**config.mk**
```make
export PLATFORM = sky130hd
export DESIGN_NAME = fifo_top
export DESIGN_NICKNAME = d
export VERILOG_FILES = /design/src/rtl/fifo_top.sv
export SDC_FILE = /design/constraint.sdc
export NUM_CORES = 1
export LEC_CHECK = 0
export CAP_MARGIN = 20
export CORE_MARGIN = 2
export CORE_UTILIZATION = 57
export DETAILED_ROUTE_END_ITERATION = 10
export HOLD_SLACK_MARGIN = 0.03
export PLACE_DENSITY_LB_ADDON = 0.12
export SETUP_SLACK_MARGIN = 0.05
export SLEW_MARGIN = 0
export SYNTH_ARGS = -nofsm -noshare
export SYNTH_HDL_FRONTEND = slang
export SYNTH_SLANG_ARGS = --single-unit
```
**constraint.sdc**
```tcl
create_clock -name clk -period 2.6 [get_ports clk]
set_input_delay 0.52 -clock clk [delete_from_list [all_inputs] [get_ports clk]]
set_output_delay 0.52 -clock clk [all_outputs]
set_load 0.01 [all_outputs]
```
**src/rtl/fifo_top.sv**
```systemverilog
// Single-clock show-ahead FIFO with registered full/empty flags.
// Define FIFO_TOP_COUNT_EN to add the registered occupancy output wcount.
module fifo_top #(
    parameter int DATA_SIZE = 8,
    parameter int ADDR_SIZE = 4
) (
    input  logic                 clk,
    input  logic                 rst,
    input  logic [DATA_SIZE-1:0] wdata,
    input  logic                 winc,
    input  logic                 rinc,
    output logic [DATA_SIZE-1:0] rdata,
    output logic                 wfull,
    output logic                 rempty
`ifdef FIFO_TOP_COUNT_EN
    ,
    output logic [ADDR_SIZE:0]   wcount
`endif
);

    localparam int DEPTH = 1 << ADDR_SIZE;

    logic [DATA_SIZE-1:0] mem_q [DEPTH];
    logic [ADDR_SIZE:0]   wptr_q, wptr_d;
    logic [ADDR_SIZE:0]   rptr_q, rptr_d;
    logic                 wfull_q, wfull_d;
    logic                 rempty_q, rempty_d;
    logic                 wr_en, rd_en;

    // Acceptance depends only on registered flags, so winc/rinc never reach an output combinationally.
    always_comb begin
        wr_en    = winc & ~wfull_q & ~rst;
        rd_en    = rinc & ~rempty_q & ~rst;
        wptr_d   = wptr_q + (ADDR_SIZE+1)'(wr_en);
        rptr_d   = rptr_q + (ADDR_SIZE+1)'(rd_en);
        rempty_d = (wptr_d == rptr_d);
        wfull_d  = (wptr_d[ADDR_SIZE] != rptr_d[ADDR_SIZE]) &&
                   (wptr_d[ADDR_SIZE-1:0] == rptr_d[ADDR_SIZE-1:0]);
    end

    always_ff @(posedge clk) begin
        if (rst) begin
            wptr_q   <= '0;
            rptr_q   <= '0;
            wfull_q  <= 1'b0;
            rempty_q <= 1'b1;
        end else begin
            wptr_q   <= wptr_d;
            rptr_q   <= rptr_d;
            wfull_q  <= wfull_d;
            rempty_q <= rempty_d;
        end
    end

    // Storage is deliberately left unreset.
    always_ff @(posedge clk) begin
        if (wr_en) begin
            mem_q[wptr_q[ADDR_SIZE-1:0]] <= wdata;
        end
    end

    assign rdata  = mem_q[rptr_q[ADDR_SIZE-1:0]];
    assign wfull  = wfull_q;
    assign rempty = rempty_q;

`ifdef FIFO_TOP_COUNT_EN
    logic [ADDR_SIZE:0] wcount_q, wcount_d;

    always_comb begin
        wcount_d = wptr_d - rptr_d;
    end

    always_ff @(posedge clk) begin
        if (rst) begin
            wcount_q <= '0;
        end else begin
            wcount_q <= wcount_d;
        end
    end

    assign wcount = wcount_q;
`endif

endmodule

```
Yosys cells after proc, flatten, opt, wreduce, memory -nomap -nowiden
Memories as Yosys holds them, arrays and structs flattened. A register that Yosys moved wholly into a read port is not among the register bits.
Cells that the tools add are included.
{"block": "word_totals", "ff_bits": 12, "latchBits": 0, "ram_bits": 128, "romBits": 0, "output_inout_bits": 10, "mem_count": 1}
{"name": "mem_q", "words": 16, "word_bits": 8, "read_ports": 1, "rd_ports_with_merged_regs": 1, "write_ports": 1, "line_no": "23", "rtl": "logic [DATA_SIZE-1:0] mem_q [DEPTH];"}
{"block": "classes", "add_sub_neg": 2, "mul": 0, "n_div": 0, "order_cmp": 0, "eq_ne": 3, "shifts": 0, "n_mux": 3, "bitwise": 7, "reduce_logical": 1}
{"operator": "adder 5 x 1 -> 5 bit", "count": 2}
{"operator": "== test 5 bit", "count": 1}
{"operator": "bitwise AND 1 bit", "count": 4}
{"operator": "== test 4 bit", "count": 1}
{"operator": "2-to-1 mux 4 bit", "count": 1}
{"operator": "inverter 1 bit", "count": 3}
{"operator": "2-to-1 mux 1 bit", "count": 2}
{"operator": "logical AND 1 bit", "count": 1}
{"operator": "inequality test 1 bit", "count": 1}

Logic depth before layout (Yosys ltp)
Gate-level depths: netlist of the first run.
{"block": "depth", "ltp_word": 6, "depth_mapped": 8, "ltp_nobuf": 7}

Worst setup path before layout of the first run
Ideal clock, no wire load.
{"block": "synth_path", "path_kind": "input port to flip-flop", "start": "input rst", "end": "memory mem_q[0][0] (enable)", "arrival_ns": 1.852, "required_ns": 2.217, "path_slack_ns": 0.365, "cell_stages": 3, "n_path_buf": 0, "cell_sequence": "nor3b_4 > or3b_2 > nor3_1"}
{"block": "synth_via", "elab_chain_cells": 4}
{"item": "start, declared", "line_no": "8", "rtl": "input logic rst,"}
{"item": "inverter 1 bit", "line_no": "32", "rtl": "wr_en = winc & ~wfull_q & ~rst;"}
{"item": "bitwise AND 1 bit", "line_no": "32"}
{"item": "2-to-1 mux 1 bit", "line_no": "57", "rtl": "if (wr_en) begin"}
{"item": "2-to-1 mux 1 bit (not written as such)", "line_no": "58", "rtl": "mem_q[wptr_q[ADDR_SIZE-1:0]] <= wdata;"}
{"item": "end, declared", "line_no": "23"}
Every way passes these cells.

==> results of run 1 <==
-- worst max-delay path, cell delays in order (launching register included) --
cell	delay, ns
dfxtp_4	0.39
buf_12	0.13
buf_16	0.13
mux4_2	0.50
a22oi_2	0.20
nand2_1	0.11
buf_2	0.15
-- what timing repair did --
action                                 4_1_cts  5_1_grt
pin swaps                                   12        9
setup endpoints to repair                    8        8
gates cloned                                 2        0
gates resized for setup                     51        8
setup buffers                                3        1
endpoints found under the hold margin        0        0
-- cells by family (layout without fill, tap and decap cells) --
logic type | Yosys count | count (layout) | share of synthesized area (%)
compound gates | 17 | 17 | 2.32
buf+inv | 15 | 86 | 1.97
simple gates | 53 | 53 | 4.93
mux | 32 | 32 | 14.0
flops | 140 | 140 | 74.1
fa+ha+maj | 4 | 4 | 0.908
xor+xnor | 11 | 11 | 1.75
-- synthesized netlist by cell type (all sizes together) --
cell / n
inv: 1
nand3: 6
o31ai: 1
mux4: 32
clkbuf: 3
buf: 11
and2b: 1
ha: 4
nand2: 9
nor3b: 2
nor2: 19
dfxtp: 12
nand2b: 2
a22oi: 16
nor4b: 1
nor2b: 5
xor2: 6
nand3b: 2
nor3: 4
or3b: 1
edfxtp: 128
and2: 1
xnor2: 5
-- where the power goes --
part           internal [mW]  total [mW]  switching [mW]
registers               2.47        2.48         0.00873
logic                  0.116       0.224           0.108
clock network           1.65        2.51           0.865
-- sequential cells by signal (all words and copies together) (netlist names) --
register	flops
mem_q	128
rempty	1
wptr_q	5
wfull	1
rptr_q	5
-- final timing paths --
kind                                   to  depth (start not counted)
worst max-delay path             rdata[4]                          6
worst min-delay path            wptr_q[4]                          2
worst min register to register  wptr_q[4]                          2
worst max register to register      wfull                          7
-- metal layers --
layer  vias to the layer above  routed length [µm]  track usage (%)
li1                       1223                   -                -
met1                      1438                4560             32.0
met2                        90                5960             39.6
met3                        17                 571             5.88
met4                         0                 206             9.85
met5                         -                   0                0
-- cell type report --
cell class                 count  area (µm²)
clock buffer                  20         425
clock inverter                12         195
fill                         564        2570
inverter                       1        3.75
multi-input combinational    117        1370
sequential                   140        4090
tap                          129         161
timing repair buffer          53         520
-- through the flow --
step,TNS (ns),total power [mW],instance area (µm²),utilization [%],setup WS [ns]
after global placement,0,2.72,6010,64.4,0.0573
after CTS,-0.410,5.25,6740,72.3,-0.0949
after floorplan,0,2.63,5510,-,0.365
after detailed placement,-0.0127,2.73,6010,64.4,-0.0127
final,-0.146,5.22,6760,72.5,-0.0528
after global routing,-0.732,5.36,6760,72.5,-0.150
==> run metrics, run 1 <==
status finished, violations left; failing checks negative setup slack; drt pass-1 iters 4; I/O Pins 22; critical path startpoint category flop; Setup CP Type flop to output port; Critical Path RT 2.08 ns; Max-cap violations 0; HPWL Detailed 6390 µm; Arr. time, crit path 2.13 ns; Initial Utilization between 50 and 60%; Synth Instances 272; Final Slew Violations 0; post-route ant nets 0; most frequent cells in the layout edfxtp_1, mux4_2, buf_4; vias after detailed routing 2768; hold path start wptr_q[4]; CTS root buf clkbuf_8; fin cells 472; Lkg Pwr between 2 and 2.5 nW; Distinct cells, synth 30; Cell Area, Synth 5510 µm²; row count 35; global route total overflow 0; Crit. End Element output port; hold_ws 0.530 ns; most common cell after layout, fill and taps aside edfxtp_1; fin crit share 102%; Hold Buf Count CTS 0; initial antenna violation count 0; sequential share of the synthesized area approximately 74%; first-pass GRT wire length between 15000 and 20000 µm; fraction of layout instances using a drive strength above 1 32.7%; final hold vios 0; Setup crit start rptr_q[0]; Post-Syn Nets around 290; total CTS buffers 17; wire length per cell about 24 µm; Bufs on Longest Clock Path 2; core box area 9330 µm²; clock skew 0.00610 ns; Synth top area share 69.7%; Yosys reg bits 140; net count reported at finish 346; CTS tree built; GP Congestion 0.765; R2R Path Start rptr_q[0]; Die Span X ~100 µm; H-tree levels 4; Power per Cell Area 772 nW/µm²; RSZ-0062 raised after global routing true; DRC 0; diode count 0; min-delay worst type flop to flop; worst-margin pin slew 0.601 ns; reg-to-reg slack, setup 0.73 ns; CTS Sinks 140; final WL 11300 µm; leading area contributor after synthesis edfxtp_1; Max FO, Critical Path 6; chip height slightly above 100 µm; top cells by area, synth edfxtp_1, mux4_2, mux4_1; syn avg cell area 20.3 µm²; Slew HR 59.8%; fmax around 0.38 GHz; All-Layer GR Usage 24.3%; largest net degree at the start of global routing 35; Layout area overhead 22.7%; vias per cell 5.86; Max IR drop VDD 0.469 mV; Worst Slack Setup Final -0.0528 ns; IO Port Bufs 21; worst skew pair latency roughly 0.51 ns; crit path time final 2.65 ns; Setup-failing EPs final 5; placed cells 435; initial DRC count 210; vias in the first global route 2923; synth warn 0; die footprint approximately 10000 µm²; clock-pin slew on the worst setup and hold paths 0.06 ns
Note: power is estimated with default switching activity, not from simulation.
==> run 2: changes to the inputs <==
- clock period: 2.6 -> 3.4 ns (I/O delays scaled with it)
==> run 2 against run 1 <==
Effect of this change:
- the run now ends clean
- sequential power is 23% lower
- cell count decreased by 1.3%
- core utilization is 1.4 points lower
- critical path depth is 1 lower
- clock power decreased by 25%
- count of clock-buffer cells in the layout fell by 3
- via count fell by 2.5%
- register-to-register slack gained 0.77 ns
- hold slack worse by 0.0043 ns
- combinational power down 31%
- largest power group is now sequential cells
- highest routed layer is now met5
==> run metrics, run 2 (synthesis results as in run 1) <==
Slew HR 61.0% (was 59.8%); critical path startpoint category flop (unchanged); Setup Total Neg Slack 0 ns (was -0.146 ns); vias per cell 5.79 (was 5.86); CTS root buf clkbuf_8 (unchanged); Die Span X 102 µm (unchanged); chip height 102 µm (unchanged); Setup-failing EPs final 0 (was 5); Setup CP Type flop to output port (unchanged); global route total overflow 0 (unchanged); net count reported at finish 341 (was 346); drt pass-1 iters 4 (unchanged); Max-cap violations 0 (unchanged); largest net degree at the start of global routing 35 (unchanged); Critical Path Max Stage Delay 0.52 ns (was 0.50 ns); initial DRC count 274 (was 210); worst path cell trace buf_12 -> mux4_2 -> a22oi_1 -> nand2_1 -> clkdlybuf4s50_1 (was buf_12 -> buf_16 -> mux4_2 -> a22oi_2 -> nand2_1 -> buf_2); vias after detailed routing 2698 (was 2768); fmax 0.308 GHz; worst skew pair latency 0.51 ns (about the same); Critical Path RT 2.72 ns (was 2.08 ns); CTS Sinks 140 (unchanged); wire length per cell 22.2 µm (was 23.9 µm); clock-pin slew on the worst setup and hold paths 0.06 ns (about the same); Arr. time, crit path 2.56 ns (was 2.13 ns); RSZ-0062 raised after global routing false (was true); most common cell after layout, fill and taps aside edfxtp_1 (unchanged); Max FO, Critical Path 12 (was 6); core box area 9330 µm² (unchanged); vias in the first global route 2750 (was 2923); first-pass GRT wire length 16000 µm (was 17200 µm); diode count 0 (unchanged); post-route ant nets 0 (unchanged); crit path max-delay cell type mux4_2 (unchanged); most frequent cells in the layout edfxtp_1, buf_4, clkdlybuf4s50_1 (was edfxtp_1, mux4_2, buf_4); Power per Cell Area 592 nW/µm² (was 772 nW/µm²); status finished clean (was finished, violations left); H-tree levels 4 (unchanged); Crit. End Element output port (unchanged); hold_ws 0.526 ns (was 0.530 ns); I/O Pins 22 (unchanged); Max IR drop VDD 0.324 mV (was 0.469 mV); GP Congestion 0.706 (was 0.765); IO Port Bufs 21 (unchanged); DRC 0 (unchanged); CTS tree built (unchanged); row count 35 (unchanged); fin crit share a little over nine tenths; Hold Buf Count CTS 0 (unchanged); max reg flops 128 (unchanged); Worst Slack Setup Final 0.158 ns (was -0.0528 ns); clock skew 0.00670 ns (was 0.00610 ns); crit path time final between 3 and 4 ns; Initial Utilization 59.1% (unchanged); reg-to-reg slack, setup 1.50 ns (was 0.73 ns); final WL 10300 µm (was 11300 µm); final hold vios 0 (unchanged); worst-margin pin slew 0.583 ns (was 0.601 ns); fillcell total 602 (was 564); Layout area overhead 20.4% (was 22.7%); initial antenna violation count 1 (was 0); fraction of layout instances using a drive strength above 1 23.7% (was 32.7%); total CTS buffers 17 (unchanged); min-delay worst type flop to flop (unchanged); All-Layer GR Usage 22.2% (was 24.3%); HPWL Detailed 6190 µm (was 6390 µm); Lkg Pwr 2.20 nW (was 2.24 nW); Final Slew Violations 0 (unchanged); die footprint 10500 µm² (unchanged); pre-CTS setup slack 0.373 ns (was -0.0127 ns); Bufs on Longest Clock Path 2 (unchanged)
[run 2: cell count changes in the layout (fill, tap and decap cells not counted), moves of 2 or more]
cell and change:
mux4_1 +7, a22oi_1 +14, a22oi_2 -14, mux4_2 -7, buf_2 -8, clkbuf_1 -3, buf_12 -2, clkdlybuf4s50_1 +8
buf_16 -2, inv_6 +3
[run 2: layout make-up]
cell class	instances	area, µm²	area share [%]
Sequential cell	140	4090	61.6
Timing Repair Buffer	48	450	6.79
Tap cell	129	161	2.43
Multi-Input combinational cell	117	1320	20.0
Clock inverter	14	194	2.92
Clock buffer	17	414	6.24
Inverter	1	3.75	0.0566
[run 2: repair_timing]
| action | CTS | global route |
|---|---|---|
| endpoints found under the setup margin | 7 | 6 |
| resized for setup | 1 | 1 |
| buffers inserted | 0 | 5 |
| endpoints found under the hold margin | 0 | 0 |
[run 2: critical path: cells and delay by family (launching register included)]
family	cells	cell delay, ns
compound gates	1	0.26
buf+inv	2	0.68
flops	1	0.44
mux	1	0.52
simple gates	1	0.14
[run 2: through the flow]
stage / instance area, µm² / utilization [%] / power, mW / instances
5_1_grt: 6640 / 71.1 / 4.05 / 466
4_1_cts: 6590 / 70.7 / 3.96 / 461
3_3_place_gp: 5980 / 64.1 / 2.08 / 430
3_5_place_dp: 5980 / 64.1 / 2.08 / 430
6_report: 6640 / 71.1 / 3.93 / 466
2_1_floorplan: 5510 / - / 2.01 / 272
[run 2: power by group]
group / total (mW) / switching (mW) / internal, mW
combinational: 0.154 / 0.0733 / 0.0810
clock: 1.87 / 0.684 / 1.19
sequential: 1.90 / 0.00719 / 1.89
total: 3.93 / 0.764 / 3.16
[run 2: layer usage]
layer | up-vias | wire length (µm) | track usage (%)
met1 | 1367 | 4340 | 30.6
met2 | 95 | 5210 | 34.9
met4 | 2 | 99 | 8.31
met3 | 13 | 684 | 5.75
li1 | 1221 | - | -
met5 | - | 12 | 0
[run 2: final timing paths]
check | startpoint | endpoint | cells after the start
setup / recovery | rptr_q[0] | rdata[0] | 5
hold reg to reg | rptr_q[4] | rptr_q[4] | 2
hold / removal | rptr_q[4] | rptr_q[4] | 2
setup reg to reg | wfull | wfull | 7
==> run 3: changes to the inputs <==
- CORE_MARGIN: 2 -> not set
==> run 3 against run 2 <==
Effect of this change:
- fmax shrank 0.84%
- non-clock buffer count shrank 5
- via count grew 0.74%
- power shrank 0.38%
- register-to-register slack lost 0.07 ns
- sequential share of layout area grew 0.68 points
- hold slack lost 0.0062 ns
- clock power is essentially flat
- count of clock-buffer cells in the layout is the same
- core utilization shrank 0.49 points
- global-route usage grew 1.1 points
- design area shrank 1.2%
==> run metrics, run 3 (synthesis results as in run 1) <==
status finished clean (unchanged); R2R Path Start wfull (unchanged); dpl cell area 5940 µm² (was 5980 µm²); min-delay worst type flop to flop (unchanged); Crit. End Element output port (unchanged); vias in the first global route 2773 (was 2750); hold-critical path depth 2 (unchanged); Worst Hold End rptr_q[4] (unchanged); worst path bufs/invs 2 (unchanged); HPWL Detailed 6430 µm (was 6190 µm); fraction of layout instances using a drive strength above 1 21.7% (was 23.7%); die footprint 10100 µm² (was 10500 µm²); Critical Path RT 2.72 ns (about the same); GP Congestion 0.742 (was 0.706); switching share of power 19.4% (was 19.5%); row count 35 (unchanged); initial antenna violation count 0 (was 1); largest net degree at the start of global routing 35 (unchanged); Setup Total Neg Slack 0 ns (unchanged); Lkg Pwr 2.17 nW (was 2.20 nW); diode count 0 (unchanged); post-route ant nets 0 (unchanged); Layout area overhead 19.0% (was 20.4%); Pint 3.15 mW (was 3.16 mW); NetSw 757 µW (was 764 µW); Reg2Reg Depth 7 (unchanged); fillcell total 604 (was 602); core box area 9280 µm² (was 9330 µm²); Max FO, Critical Path 10 (was 12); drt pass-1 iters 4 (unchanged); fin cells 461 (was 466); chip height 100 µm (was 102 µm); Arr. time, crit path 2.59 ns (was 2.56 ns); CTS tree built (unchanged); crit path max-delay cell type mux4_1 (was mux4_2); Max IR drop VDD 0.373 mV (was 0.324 mV); wire length per cell 22.7 µm (was 22.2 µm); Bufs on Longest Clock Path 2 (unchanged); crit path time final 3.27 ns (was 3.24 ns); Seq pwr share 48.5% (was 48.3%); Setup-failing EPs final 0 (unchanged); most common cell after layout, fill and taps aside edfxtp_1 (unchanged); fmax 0.306 GHz (was 0.308 GHz); worst-margin pin slew 0.807 ns (was 0.583 ns); I/O Pins 22 (unchanged); Setup CP Type flop to output port (unchanged); H-tree levels 4 (unchanged); Hold Buf Count CTS 0 (unchanged); delay-heaviest family, CP buffers and inverters (unchanged); initial DRC count 241 (was 274); Power per Cell Area 596 nW/µm² (was 592 nW/µm²); vias after detailed routing 2718 (was 2698); RSZ-0062 raised after global routing false (unchanged); hold_ws 0.520 ns (was 0.526 ns); design area 6560 µm² (was 6640 µm²); All-Layer GR Usage 23.3% (was 22.2%); global route total overflow 0 (unchanged); first-pass GRT wire length 15900 µm (was 16000 µm); clock-pin slew on the worst setup and hold paths 0.06 ns (about the same); Slew HR 46.0% (was 61.0%); worst skew pair latency 0.51 ns (about the same); hold path start rptr_q[4] (unchanged); logic gate share of total power 3.8% (was 3.9%); max reg flops 128 (unchanged); CTS root buf clkbuf_8 (unchanged); reg-to-reg slack, setup 1.43 ns (was 1.50 ns); CTS Sinks 140 (unchanged); Die Span X 100 µm (was 102 µm); clock skew 0.0118 ns (was 0.00670 ns); IO Port Bufs 21 (unchanged); Critical Path Max Stage Delay 0.58 ns (was 0.52 ns); worst path cell trace buf_4 -> mux4_1 -> a22oi_1 -> nand2_1 -> clkdlybuf4s50_1 (was buf_12 -> mux4_2 -> a22oi_1 -> nand2_1 -> clkdlybuf4s50_1); Final Slew Violations 0 (unchanged); Reg-to-Reg End wfull (unchanged); Initial Utilization 59.4% (was 59.1%); vias per cell 5.90 (was 5.79); net count reported at finish 336 (was 341); critical path startpoint category flop (unchanged); Worst path depth 5 (unchanged); fin crit share 96.2% (was 95.4%); DRC 0 (unchanged); final WL 10500 µm (was 10300 µm); placed cells 430 (unchanged); final hold vios 0 (unchanged); Max-cap violations 0 (unchanged); total CTS buffers 17 (unchanged); most frequent cells in the layout edfxtp_1, clkdlybuf4s50_1, buf_4 (was edfxtp_1, buf_4, clkdlybuf4s50_1); Clock Power Share 47.7% (about the same)
run 3: cell count changes in the layout (fill, tap and decap cells not counted), moves of 2 or more:
cell,previous run,this run
buf_12,3,0
buf_4,24,21
clkinv_1,0,2
clkinv_2,3,1
run 3: what timing repair did:
action,CTS,global route
endpoints found under the setup margin,6,2
setup buffers,0,0
endpoints found under the hold margin,0,0
gates resized for setup,1,1
cloned,0,0
run 3: metrics by stage:
stage	setup WS [ns]	utilization [%]	total power, mW
6_report	0.130	70.6	3.91
5_1_grt	0.0421	70.6	4.03
4_1_cts	0.0657	70.6	3.94
3_5_place_dp	0.379	64.0	2.08
3_3_place_gp	0.397	64.0	2.08
2_1_floorplan	1.00	-	2.01
run 3: how the worst max path moves through the flow:
stage                        to  slack, ns      start
finish                 rdata[5]       0.13  rptr_q[0]
global route           rdata[2]       0.04  rptr_q[0]
CTS                    rdata[2]       0.07  rptr_q[0]
detailed placement        wfull       0.38        rst
global placement          wfull       0.40        rst
floorplan           mem_q[0][0]       1.00        rst
run 3: worst min-delay path, stage by stage, from the launching register on:
cell     delay, ns
dfxtp_1       0.32
xor2_1        0.09
nor2_1        0.08
run 3: metal layers:
layer	part of all wire, %	GRT usage [%]
met2	49	36.6
met5	0	0
met3	7.5	4.81
met4	0.91	9.14
met1	42	32.6
run 3: power groups by stage:
stage                     clock network, mW  logic [mW]  registers [mW]
after global routing                   1.97       0.162            1.90
after floorplan                           0      0.0785            1.93
final                                  1.87       0.150            1.90
after CTS                              1.90       0.151            1.90
after detailed placement                  0       0.150            1.93
after global placement                    0       0.148            1.93
run 3: layout make-up:
type,instances,area [µm²],area share (%)
Clock buffer,17,414,6.31
Clock inverter,14,193,2.94
Inverter,1,3.75,0.0572
Multi-Input combinational cell,117,1320,20.1
Sequential cell,140,4090,62.3
Tap cell,129,161,2.46
Timing Repair Buffer,43,383,5.84
